## config.mk

```make
export PLATFORM = sky130hd
export DESIGN_NAME = instr_fetch
export DESIGN_NICKNAME = d
export VERILOG_FILES = /design/src/rtl/fetch_pkg.sv /design/src/rtl/fetch_queue.sv /design/src/rtl/instr_fetch.sv
export SDC_FILE = /design/constraint.sdc
export NUM_CORES = 1
export LEC_CHECK = 0
export ABC_AREA = 1
export BUFFER_PORTS_ARGS = -buffer_cell sky130_fd_sc_hd__buf_2
export CAP_MARGIN = 20
export CORE_ASPECT_RATIO = 0.6
export CORE_MARGIN = 2
export CORE_UTILIZATION = 50
export CTS_BUF_LIST = sky130_fd_sc_hd__clkbuf_8
export DETAILED_ROUTE_END_ITERATION = 12
export PLACE_DENSITY = 0.72
export SYNTH_ARGS = -nofsm -noshare
export SYNTH_HDL_FRONTEND = slang
export SYNTH_HIERARCHICAL = 1
export SYNTH_SLANG_ARGS = --single-unit
```

## constraint.sdc

```tcl
create_clock -name clk_in -period 3.72 [get_ports clk_in]
set_input_delay 0.186 -clock clk_in [delete_from_list [all_inputs] [get_ports clk_in]]
set_output_delay 0.186 -clock clk_in [all_outputs]
set_load 0.01 [all_outputs]
```

## src/rtl/fetch_pkg.sv

```systemverilog
// Shared fetch-stage types: FSM encoding, default widths, counter helper.
// Imported by fetch_queue and instr_fetch.
package fetch_pkg;

  typedef enum logic [1:0] {
    IDLE  = 2'd0,
    RUN   = 2'd1,
    FLUSH = 2'd2
  } state_t;

  localparam int ADDR_W_DEF  = 8;
  localparam int INSTR_W_DEF = 16;
  localparam int CNT_W       = 16;

  function automatic logic [CNT_W-1:0] sat_inc(
    input logic [CNT_W-1:0] v
  );
    return (&v) ? v : v + CNT_W'(1);
  endfunction

endpackage

```

## src/rtl/fetch_queue.sv

```systemverilog
// Prefetch FIFO of {addr, instr}; push/pop/flush, count/full/empty.
// Ports: clk, rst, push, push_addr, push_data, pop, flush, head_*, count, full, empty.
module fetch_queue
  import fetch_pkg::*;
#(
  parameter int DEPTH = 2,
  parameter int AW    = ADDR_W_DEF,
  parameter int DW    = INSTR_W_DEF,
  localparam int PW   = $clog2(DEPTH),
  localparam int CW   = PW + 1
) (
  input  logic          clk,
  input  logic          rst,
  input  logic          push,
  input  logic [AW-1:0] push_addr,
  input  logic [DW-1:0] push_data,
  input  logic          pop,
  input  logic          flush,
  output logic [AW-1:0] head_addr,
  output logic [DW-1:0] head_data,
  output logic [CW-1:0] count,
  output logic          full,
  output logic          empty
);

  logic [AW-1:0] addr_mem [DEPTH];
  logic [DW-1:0] data_mem [DEPTH];
  logic [CW-1:0] wr_q;
  logic [CW-1:0] rd_q;
  logic          pop_ok;
  logic          push_ok;

  assign count = wr_q - rd_q;
  assign full  = (count == CW'(DEPTH));
  assign empty = (count == '0);

  assign pop_ok  = pop && !empty;
  // Full queue may still accept when the head leaves this cycle.
  assign push_ok = push && (!full || pop_ok);

  assign head_addr = addr_mem[rd_q[PW-1:0]];
  assign head_data = data_mem[rd_q[PW-1:0]];

  always_ff @(posedge clk or posedge rst) begin
    if (rst) begin
      wr_q <= '0;
      rd_q <= '0;
      for (int i = 0; i < DEPTH; i++) begin
        addr_mem[i] <= '0;
        data_mem[i] <= '0;
      end
    end else if (flush) begin
      rd_q <= wr_q;
    end else begin
      if (push_ok) begin
        addr_mem[wr_q[PW-1:0]] <= push_addr;
        data_mem[wr_q[PW-1:0]] <= push_data;
        wr_q <= wr_q + CW'(1);
      end
      if (pop_ok) begin
        rd_q <= rd_q + CW'(1);
      end
    end
  end

endmodule

```

## src/rtl/instr_fetch.sv

```systemverilog
// Fetch stage: PC, 1-cycle ROM requests, prefetch queue, redirect flush.
// Ports: clk_in, rst_in, en_in, mem_req/addr_out, mem_data_in, instr/pc/valid_out,
// ready_in, redirect_in, redirect_addr_in; FETCH_PERF_CNT_EN adds stall/flush counters.
module instr_fetch
  import fetch_pkg::*;
#(
  parameter int ADDR_W  = ADDR_W_DEF,
  parameter int INSTR_W = INSTR_W_DEF,
  parameter int DEPTH   = 2,
  parameter logic [ADDR_W-1:0] RESET_PC = '0
) (
  input  logic               clk_in,
  input  logic               rst_in,
  input  logic               en_in,
  output logic               mem_req_out,
  output logic [ADDR_W-1:0]  mem_addr_out,
  input  logic [INSTR_W-1:0] mem_data_in,
  output logic [INSTR_W-1:0] instr_out,
  output logic [ADDR_W-1:0]  pc_out,
  output logic               valid_out,
  input  logic               ready_in,
  input  logic               redirect_in,
  input  logic [ADDR_W-1:0]  redirect_addr_in
`ifdef FETCH_PERF_CNT_EN
  ,
  output logic [15:0]        stall_cnt_out,
  output logic [15:0]        flush_cnt_out
`endif
);

  localparam int CW = $clog2(DEPTH) + 1;
  localparam int OW = CW + 1;

  state_t            state_q;
  state_t            state_d;
  logic [ADDR_W-1:0] pc_q;
  logic              inflight_q;
  logic [ADDR_W-1:0] inflight_addr_q;
  logic [CW-1:0]     count;
  logic              full;
  logic              empty;
  logic              pop;
  logic              push;
  logic              req;
  logic [OW-1:0]     occ;
  logic [OW-1:0]     lim;

  assign valid_out    = !empty;
  assign pop          = valid_out && ready_in;
  assign mem_req_out  = req;
  assign mem_addr_out = pc_q;

  // A response is dropped if a redirect lands with it or it was
  // requested in the redirect cycle (it then arrives during FLUSH).
  assign push = inflight_q && !redirect_in && (state_q != FLUSH);

  // Credit the slot freed by this cycle's pop so a 1/cycle stream
  // needs only DEPTH entries.
  always_comb begin
    occ = {1'b0, count} + {{CW{1'b0}}, inflight_q};
    lim = OW'(DEPTH) + {{CW{1'b0}}, pop};
    req = (state_q == RUN) && en_in && (!full || pop) && (occ < lim);
  end

  always_comb begin
    state_d = state_q;
    unique case (state_q)
      IDLE:    if (en_in && !redirect_in) state_d = RUN;
      RUN:     if (redirect_in) state_d = FLUSH;
               else if (!en_in) state_d = IDLE;
      FLUSH:   state_d = redirect_in ? FLUSH : RUN;
      default: state_d = IDLE;
    endcase
  end

  always_ff @(posedge clk_in or posedge rst_in) begin
    if (rst_in) begin
      state_q         <= IDLE;
      pc_q            <= RESET_PC;
      inflight_q      <= 1'b0;
      inflight_addr_q <= '0;
    end else begin
      state_q    <= state_d;
      inflight_q <= req;
      if (req) inflight_addr_q <= pc_q;
      if (redirect_in) pc_q <= redirect_addr_in;
      else if (req) pc_q <= pc_q + ADDR_W'(1);
    end
  end

  fetch_queue #(
    .DEPTH (DEPTH),
    .AW    (ADDR_W),
    .DW    (INSTR_W)
  ) u_queue (
    .clk       (clk_in),
    .rst       (rst_in),
    .push      (push),
    .push_addr (inflight_addr_q),
    .push_data (mem_data_in),
    .pop       (pop),
    .flush     (redirect_in),
    .head_addr (pc_out),
    .head_data (instr_out),
    .count     (count),
    .full      (full),
    .empty     (empty)
  );

`ifdef FETCH_PERF_CNT_EN
  logic [CNT_W-1:0] stall_q;
  logic [CNT_W-1:0] flush_q;

  always_ff @(posedge clk_in or posedge rst_in) begin
    if (rst_in) begin
      stall_q <= '0;
      flush_q <= '0;
    end else begin
      if (valid_out && !ready_in) stall_q <= sat_inc(stall_q);
      if (redirect_in) flush_q <= sat_inc(flush_q);
    end
  end

  assign stall_cnt_out = stall_q;
  assign flush_cnt_out = flush_q;
`endif

endmodule

```

== After elaboration in Yosys (flattened, before gate mapping) ==
Cells that the tools add are included.

* Latch bits: 0
* Logic and storage cells: 71
* ROM bits: 0
* Memories: 0
* Bits in registers: 71
* Bits in writable memories: 0

* Shift-type cells: 0
* Multipliers: 0
* Divide/modulo/power cells: 0
* Equality and inequality tests: 6
* Reduce and logical (&&, ||, !) cells: 21
* Multiplexer cells: 21
* Bitwise gates (word level): 3
* Add/subtract/negate cells: 6
* Magnitude comparators: 4

{| class="wikitable"
|+ Operator list
! cell !! number
|-
| two-way mux 16 bit || 4
|-
| two-way mux 8 bit || 6
|-
| bitwise mux 32 bit || 1
|-
| bitwise mux 16 bit || 1
|-
| demux 16 bit (select 1 bit) || 1
|-
| two-way mux 2 bit || 6
|-
| logical AND 1 bit || 10
|-
| adder 8 x 1 -> 8 bit (second input constant) || 1
|-
| demux 8 bit (select 1 bit) || 1
|-
| one-hot mux 2 bit (3 select lines) || 1
|-
| adder 2 x 1 -> 2 bit (second input constant) || 2
|-
| == test 2 bit (second input constant) || 2
|-
| >= comparator 2 bit (second input constant) || 2
|-
| zero test 2 bit || 2
|-
| inequality test 2 bit (second input constant) || 2
|-
| inverter 1 -> 2 bit || 2
|-
| AND reduction 2 bit || 2
|-
| nonzero test 2 bit || 2
|-
| adder 2 x 1 -> 3 bit || 1
|-
| adder 2 x 1 -> 3 bit (first input constant) || 1
|-
| zero test 1 bit || 3
|-
| less-than comparator 3 bit || 1
|-
| inequality test 3 bit (second input constant) || 1
|-
| == test 2 x 1 -> 1 bit (second input constant) || 1
|-
| 4 further kinds || 5
|}

== Depth between registers and ports, before layout ==
* Depth in word-level cells: 9
* Gate-level depth with buffers: 14

== By module ==
Netlist, hierarchy kept.

{| class="wikitable"
|+ Modules (own cells, without submodules)
! module !! cells each !! instances !! seq. area each (um2) !! area an instance (um2)
|-
| fetch_queue || 281 || 1 || 1301.2 || 2575.0
|-
| instr_fetch || 136 || 1 || 475.5 || 1074.8
|}

== Worst setup path after synthesis ==
OpenSTA, ideal clock, no wires.

* Path type: register to register
* Start point: register u_queue.wr_q[0]
* End point: register inflight_addr_q[0]
* Library setup time: 118 ps
* Required time: 3602 ps
* Setup slack: 1447 ps
* Cell stages (with the launch flop): 14
* Arrival: 2155 ps
* Clock period less this slack: 2273 ps
* Path through: dfrtp_1 clkinv_1 clkbuf_1 ha_1 inv_1 ha_1 ha_1 inv_1 nand2_1 nor2_4 nand3_4 buf_6 nand2_1 o21ai_2

* Word-level cells in the longest chain between the ends: 7

{| class="wikitable"
|+ Ends and longest elaborated chain
! element !! line !! text
|-
| from (decl) || fetch_queue.sv:28 || <nowiki>logic [CW-1:0] wr_q;</nowiki>
|-
| from (signal assigned) || fetch_queue.sv:58 || <nowiki>wr_q <= wr_q + CW'(1);</nowiki>
|-
| subtractor 2 bit * || fetch_queue.sv:33 || <nowiki>assign count = wr_q - rd_q;</nowiki>
|-
| via count[0] || instr_fetch.sv:39 || <nowiki>logic [CW-1:0] count;</nowiki>
|-
| zero test 2 bit || fetch_queue.sv:35 || <nowiki>assign empty = (count == '0);</nowiki>
|-
| zero test 1 bit || instr_fetch.sv:48 || <nowiki>assign valid_out = !empty;</nowiki>
|-
| logical AND 1 bit || instr_fetch.sv:49 || <nowiki>assign pop = valid_out && ready_in;</nowiki>
|-
| adder 2 x 1 -> 3 bit / logical OR 1 bit (equally long branches) || instr_fetch.sv:61, instr_fetch.sv:62 ||
|-
| less-than comparator 3 bit / logical AND 1 bit (equally long branches) || instr_fetch.sv:62 || <nowiki>req = (state_q == RUN) && en_in && (!full || pop) && (occ < lim);</nowiki>
|-
| logical AND 1 bit * || instr_fetch.sv:62 ||
|-
| to (signal assigned) || instr_fetch.sv:85 || <nowiki>if (req) inflight_addr_q <= pc_q;</nowiki>
|-
| to (decl) || instr_fetch.sv:38 || <nowiki>logic [ADDR_W-1:0] inflight_addr_q;</nowiki>
|}

Mark *: on every way through the listed nets, which the timed path passes. The rest lies on a longest branch.
A chain may end at the register's enable or synchronous reset.

== Worst setup path after layout ==
* Start point: register u_queue.wr_q[0]
* End point: register u_queue/data_mem[1] in the netlist's numbering

* Word-level cells in the longest chain between the ends: 8

{| class="wikitable"
|+ Ends and longest elaborated chain
! element !! line !! text
|-
| subtractor 2 bit || fetch_queue.sv:33 ||
|-
| zero test 2 bit || fetch_queue.sv:35 ||
|-
| via empty || instr_fetch.sv:41 || <nowiki>logic empty;</nowiki>
|-
| zero test 1 bit || instr_fetch.sv:48 ||
|-
| logical AND 1 bit || instr_fetch.sv:49 ||
|-
| via pop || instr_fetch.sv:42 || <nowiki>logic pop;</nowiki>
|-
| logical AND 1 bit || fetch_queue.sv:37 || <nowiki>assign pop_ok = pop && !empty;</nowiki>
|-
| logical OR 1 bit || fetch_queue.sv:39 || <nowiki>assign push_ok = push && (!full || pop_ok);</nowiki>
|-
| logical AND 1 bit || fetch_queue.sv:39 ||
|-
| AND reduction 2 bit (no line) || - ||
|-
| to (signal, indexed assignment) || fetch_queue.sv:57 || <nowiki>data_mem[wr_q[PW-1:0]] <= push_data;</nowiki>
|-
| to (decl) || fetch_queue.sv:27 || <nowiki>logic [DW-1:0] data_mem [DEPTH];</nowiki>
|}

The timed path passes the listed nets, and every way through them passes these cells.

==> impl_metrics.py <==
metrics = {
    "sta": {
        "tightest_slew_ns": 0.783,
        "fmax_ghz": 0.342,
        "drv_slew": 0,
        "hold-worst-slack_ns": 0.0454,
        "slew_headroom_pct": 47.7,
        "fin_crit_sh_pct": 78.6,
        "setup_ws_ns": 0.797,
        "rsz0062_at_grt": "no",
        "tns_ns": 0,
        "hold_violations": 0,
        "min_period_ns": 2.92,
        "setup-violations-final": 0,
        "fin_skew_ns": 0.00492,
    },
    "yosys": {
        "synth_top_flop_cell": "dfrtp_1",
        "seq_area_frac_synth_pct": 48.7,
        "synth_largest_area_cell": "dfrtp_1",
        "ys_ff_latch": 71,
        "ys.warnings.count": 6,
        "syn_nets": 450,
        "synth_edf_count": 0,
        "synth_commonest_cells": "nand2_1, dfrtp_1, nand4_1",
        "async_flop_share_pct": 100,
        "synth.most_common_cell": "nand2_1",
        "synth_cells": 417,
        "syn_area_sq_um": 3650,
        "syn_avg_cell_area_sq_um": 8.75,
        "synthDistinctLibCells": 28,
        "synthTopCellsByArea": "dfrtp_1, nand2_1, nand4_1, mux2_2, inv_1",
        "synth_top_area_share_pct": 48.7,
    },
    "global_routing": {
        "grt_pass1_vias": 2871,
        "grt_start_max_net_pins": 53,
        "grt_util_all_layers_pct": 22.6,
        "grt.overflow.total": 0,
        "antenna_found_initial": 0,
        "grt_pass1_wl_mm": 14.1,
    },
    "setup_path": {
        "reg2regPathDepth": 11,
        "crit_required_ns": 4.01,
        "cp_common_cell": "nand2_1",
        "worstPathMaxFanout": 52,
        "end_kind": "flop",
        "cp-start-kind": "flop",
        "path_class": "flop to flop",
        "r2r-end": "u_queue/data_mem[1]",
        "critPathSlowestCell": "nand4_4",
        "reg2reg_slack_ns": 0.80,
        "crit_cells": 11,
        "worstPathCellList": "buf_4 -> clkinv_1 -> ha_1 -> nand2_1 -> inv_1 -> nor2_1 -> inv_1 -> nand4_4 -> nand3_4 -> nand2_1 -> nand2_1",
        "r2r_start": "u_queue/wr_q[0]",
        "critPathMaxStageDelay_ns": 0.60,
        "crit_family": "simple AND/OR/NAND/NOR gates",
        "worstPathBufferInverterCount": 4,
        "arrival_ns": 3.21,
    },
    "clocking": {
        "clkTransAtPathRegs_ns": 0.07,
        "cts_root_buffer": "clkbuf_8",
        "tritoncts": "built",
        "clockBufferDepth": 2,
        "htree_levels": 3,
        "numCtsBuffers": 9,
        "cts_setup_buffers": 0,
        "cts_resized": 0,
        "clock_sinks": 71,
        "clkLatencyLatePin_ns": 0.36,
    },
    "layout": {
        "fillers": 652,
        "drive_above_1_share_pct": 27.3,
        "fin_nets": 505,
        "utilization_pct": 58.4,
        "design_area_sq_um": 4190,
        "antenna_cells": 0,
        "syn_to_final_growth_pct": 14.9,
    },
    "placement": {
        "place_area_sq_um": 3970,
        "port_buffers": 62,
        "hpwl_mm": 5.38,
        "pre_cts_ws_ns": 0.813,
        "place.gp.congestion": 0.792,
    },
    "power_and_ir_drop": {
        "p_per_area_nw_per_um2": 699,
        "leakage_nw": 2.32,
        "vdd_drop_max_uv": 277,
    },
    "drt": {
        "num_vias": 3015,
        "ant_nets": 0,
        "drc": 0,
        "drtPass1Iterations": 5,
        "avgRoutedWirePerCell_um": 14.4,
        "routed_wl_mm": 8.20,
        "drtIter0Drc": 261,
        "viasPerCell": 5.31,
    },
    "die": {
        "start_util_pct": 50.9,
        "io_pins": 63,
        "die_w_um": 114,
        "core_sq_um": 7180,
        "row_count": 24,
        "die_height_um": 70.2,
        "dieArea_sq_um": 8020,
    },
    "min_path": {
        "hold_end": "mem_addr_out[7]",
        "min-delay-start": "redirect_addr_in[7]",
        "min-delay-path-class": "input port to flop",
        "min_path_cells": 3,
    },
    "outcome": {
        "status": "complete, no violations",
    },
    "flow_run": {
        "maxCapViolations": 0,
    },
}
-- flip-flops by register name (all words and copies together) (netlist names) --
name	count
inflight_addr_q	8
u_queue/addr_mem	16
state_q	2
u_queue/wr_q	2
inflight_q	1
mem_addr_out	8
u_queue/rd_q	2
u_queue/data_mem	32
-- repair_timing --
item	CTS	global route
hold buffers	1	0
hold endpoints to repair	19	0
endpoints found under the setup margin	0	0
-- worst max path at each step --
stage | from | endpoint | slack (ns)
after global placement | u_queue/wr_q[0] | u_queue/addr_mem[7] | 0.88
after floorplan | u_queue/wr_q[0] | inflight_addr_q[0] | 1.45
after detailed placement | u_queue/wr_q[0] | u_queue/addr_mem[0] | 0.81
after global routing | u_queue/wr_q[0] | u_queue/data_mem[14] | 0.50
final | u_queue/wr_q[0] | u_queue/data_mem[1] | 0.80
after CTS | u_queue/wr_q[0] | u_queue/addr_mem[0] | 0.79
-- kinds of logic after synthesis --
logic type | after synthesis | share of synthesized area, %
AOI/OAI and AO/OA | 16 | 2.81
xor gates and xnor gates | 3 | 0.720
adders and majority gates | 4 | 1.37
buffers and inverters | 51 | 6.38
DFF | 71 | 48.7
muxes | 25 | 7.71
and+or+nand+nor | 247 | 32.3
-- metrics by stage --
step                total power [mW]  std cells
finish                          2.93        568
global route                    3.15        568
CTS                             2.95        567
detailed placement              2.34        550
global placement                2.30        550
floorplan                       2.01        417
-- cell type report --
cell class	instances	area (sq um)	area share, %
Tap cell	91	114	2.72
Clock inverter	6	52.6	1.25
Timing Repair Buffer	68	370	8.83
Inverter	27	101	2.42
Sequential cell	71	1780	42.4
Clock buffer	10	138	3.28
Multi-Input combinational cell	295	1640	39.1
-- worst register-to-register path, delay by kind of cell (launching register included) --
kind / cells / cell delay, ns
buffers and inverters: 4 / 0.66
AND/OR/NAND/NOR: 6 / 1.50
flip-flops: 1 / 0.32
adder cells (fa/ha/maj): 1 / 0.37
-- routing by layer --
| metal | track usage [%] | wire length, um | vias to the layer above | share of wire, % |
|---|---|---|---|---|
| met4 | 4.47 | 50 | 0 | 0.61 |
| li1 | - | - | 1501 | - |
| met1 | 33.9 | 4030 | 1419 | 49 |
| met3 | 8.33 | 619 | 5 | 7.6 |
| met2 | 31.4 | 3500 | 90 | 43 |
| met5 | 0 | 0 | - | 0 |
-- power by group --
group / total [mW] / switching (mW) / internal, mW
sequential: 1.17 / 0.162 / 1.00
combinational: 1.16 / 0.720 / 0.441
clock: 0.603 / 0.283 / 0.320
-- cell usage in the layout (no fill, tap or decap) --
cell type      synthesis  final
nand3_4                3      3
nor2_1                 6      6
nand4_4                1      1
inv_2                  3      4
mux2_2                25     25
xnor2_1                2      2
o21ai_2                6      6
or2_2                  1      1
clkinv_2               0      3
nand2_1              162    162
buf_2                 15     62
ha_1                   4      4
clkbuf_8               0     10
inv_1                 22     23
nor2_2                 1      1
xor2_1                 1      1
dfrtp_1               71     71
dlygate4sd3_1          0      1
o21ai_0                6      6
bufinv_16              0      1
nand2_4                1      1
nand2_2                3      3
buf_4                  4      4
nand3_1               14     14
nor2_4                 3      3
nand4_1               51     51
o21ai_1                2      2
a21oi_1                2      2
nand3_2                1      1
clkinv_1               2      2
buf_12                 0      1
Power figures use the tool's default switching activity.
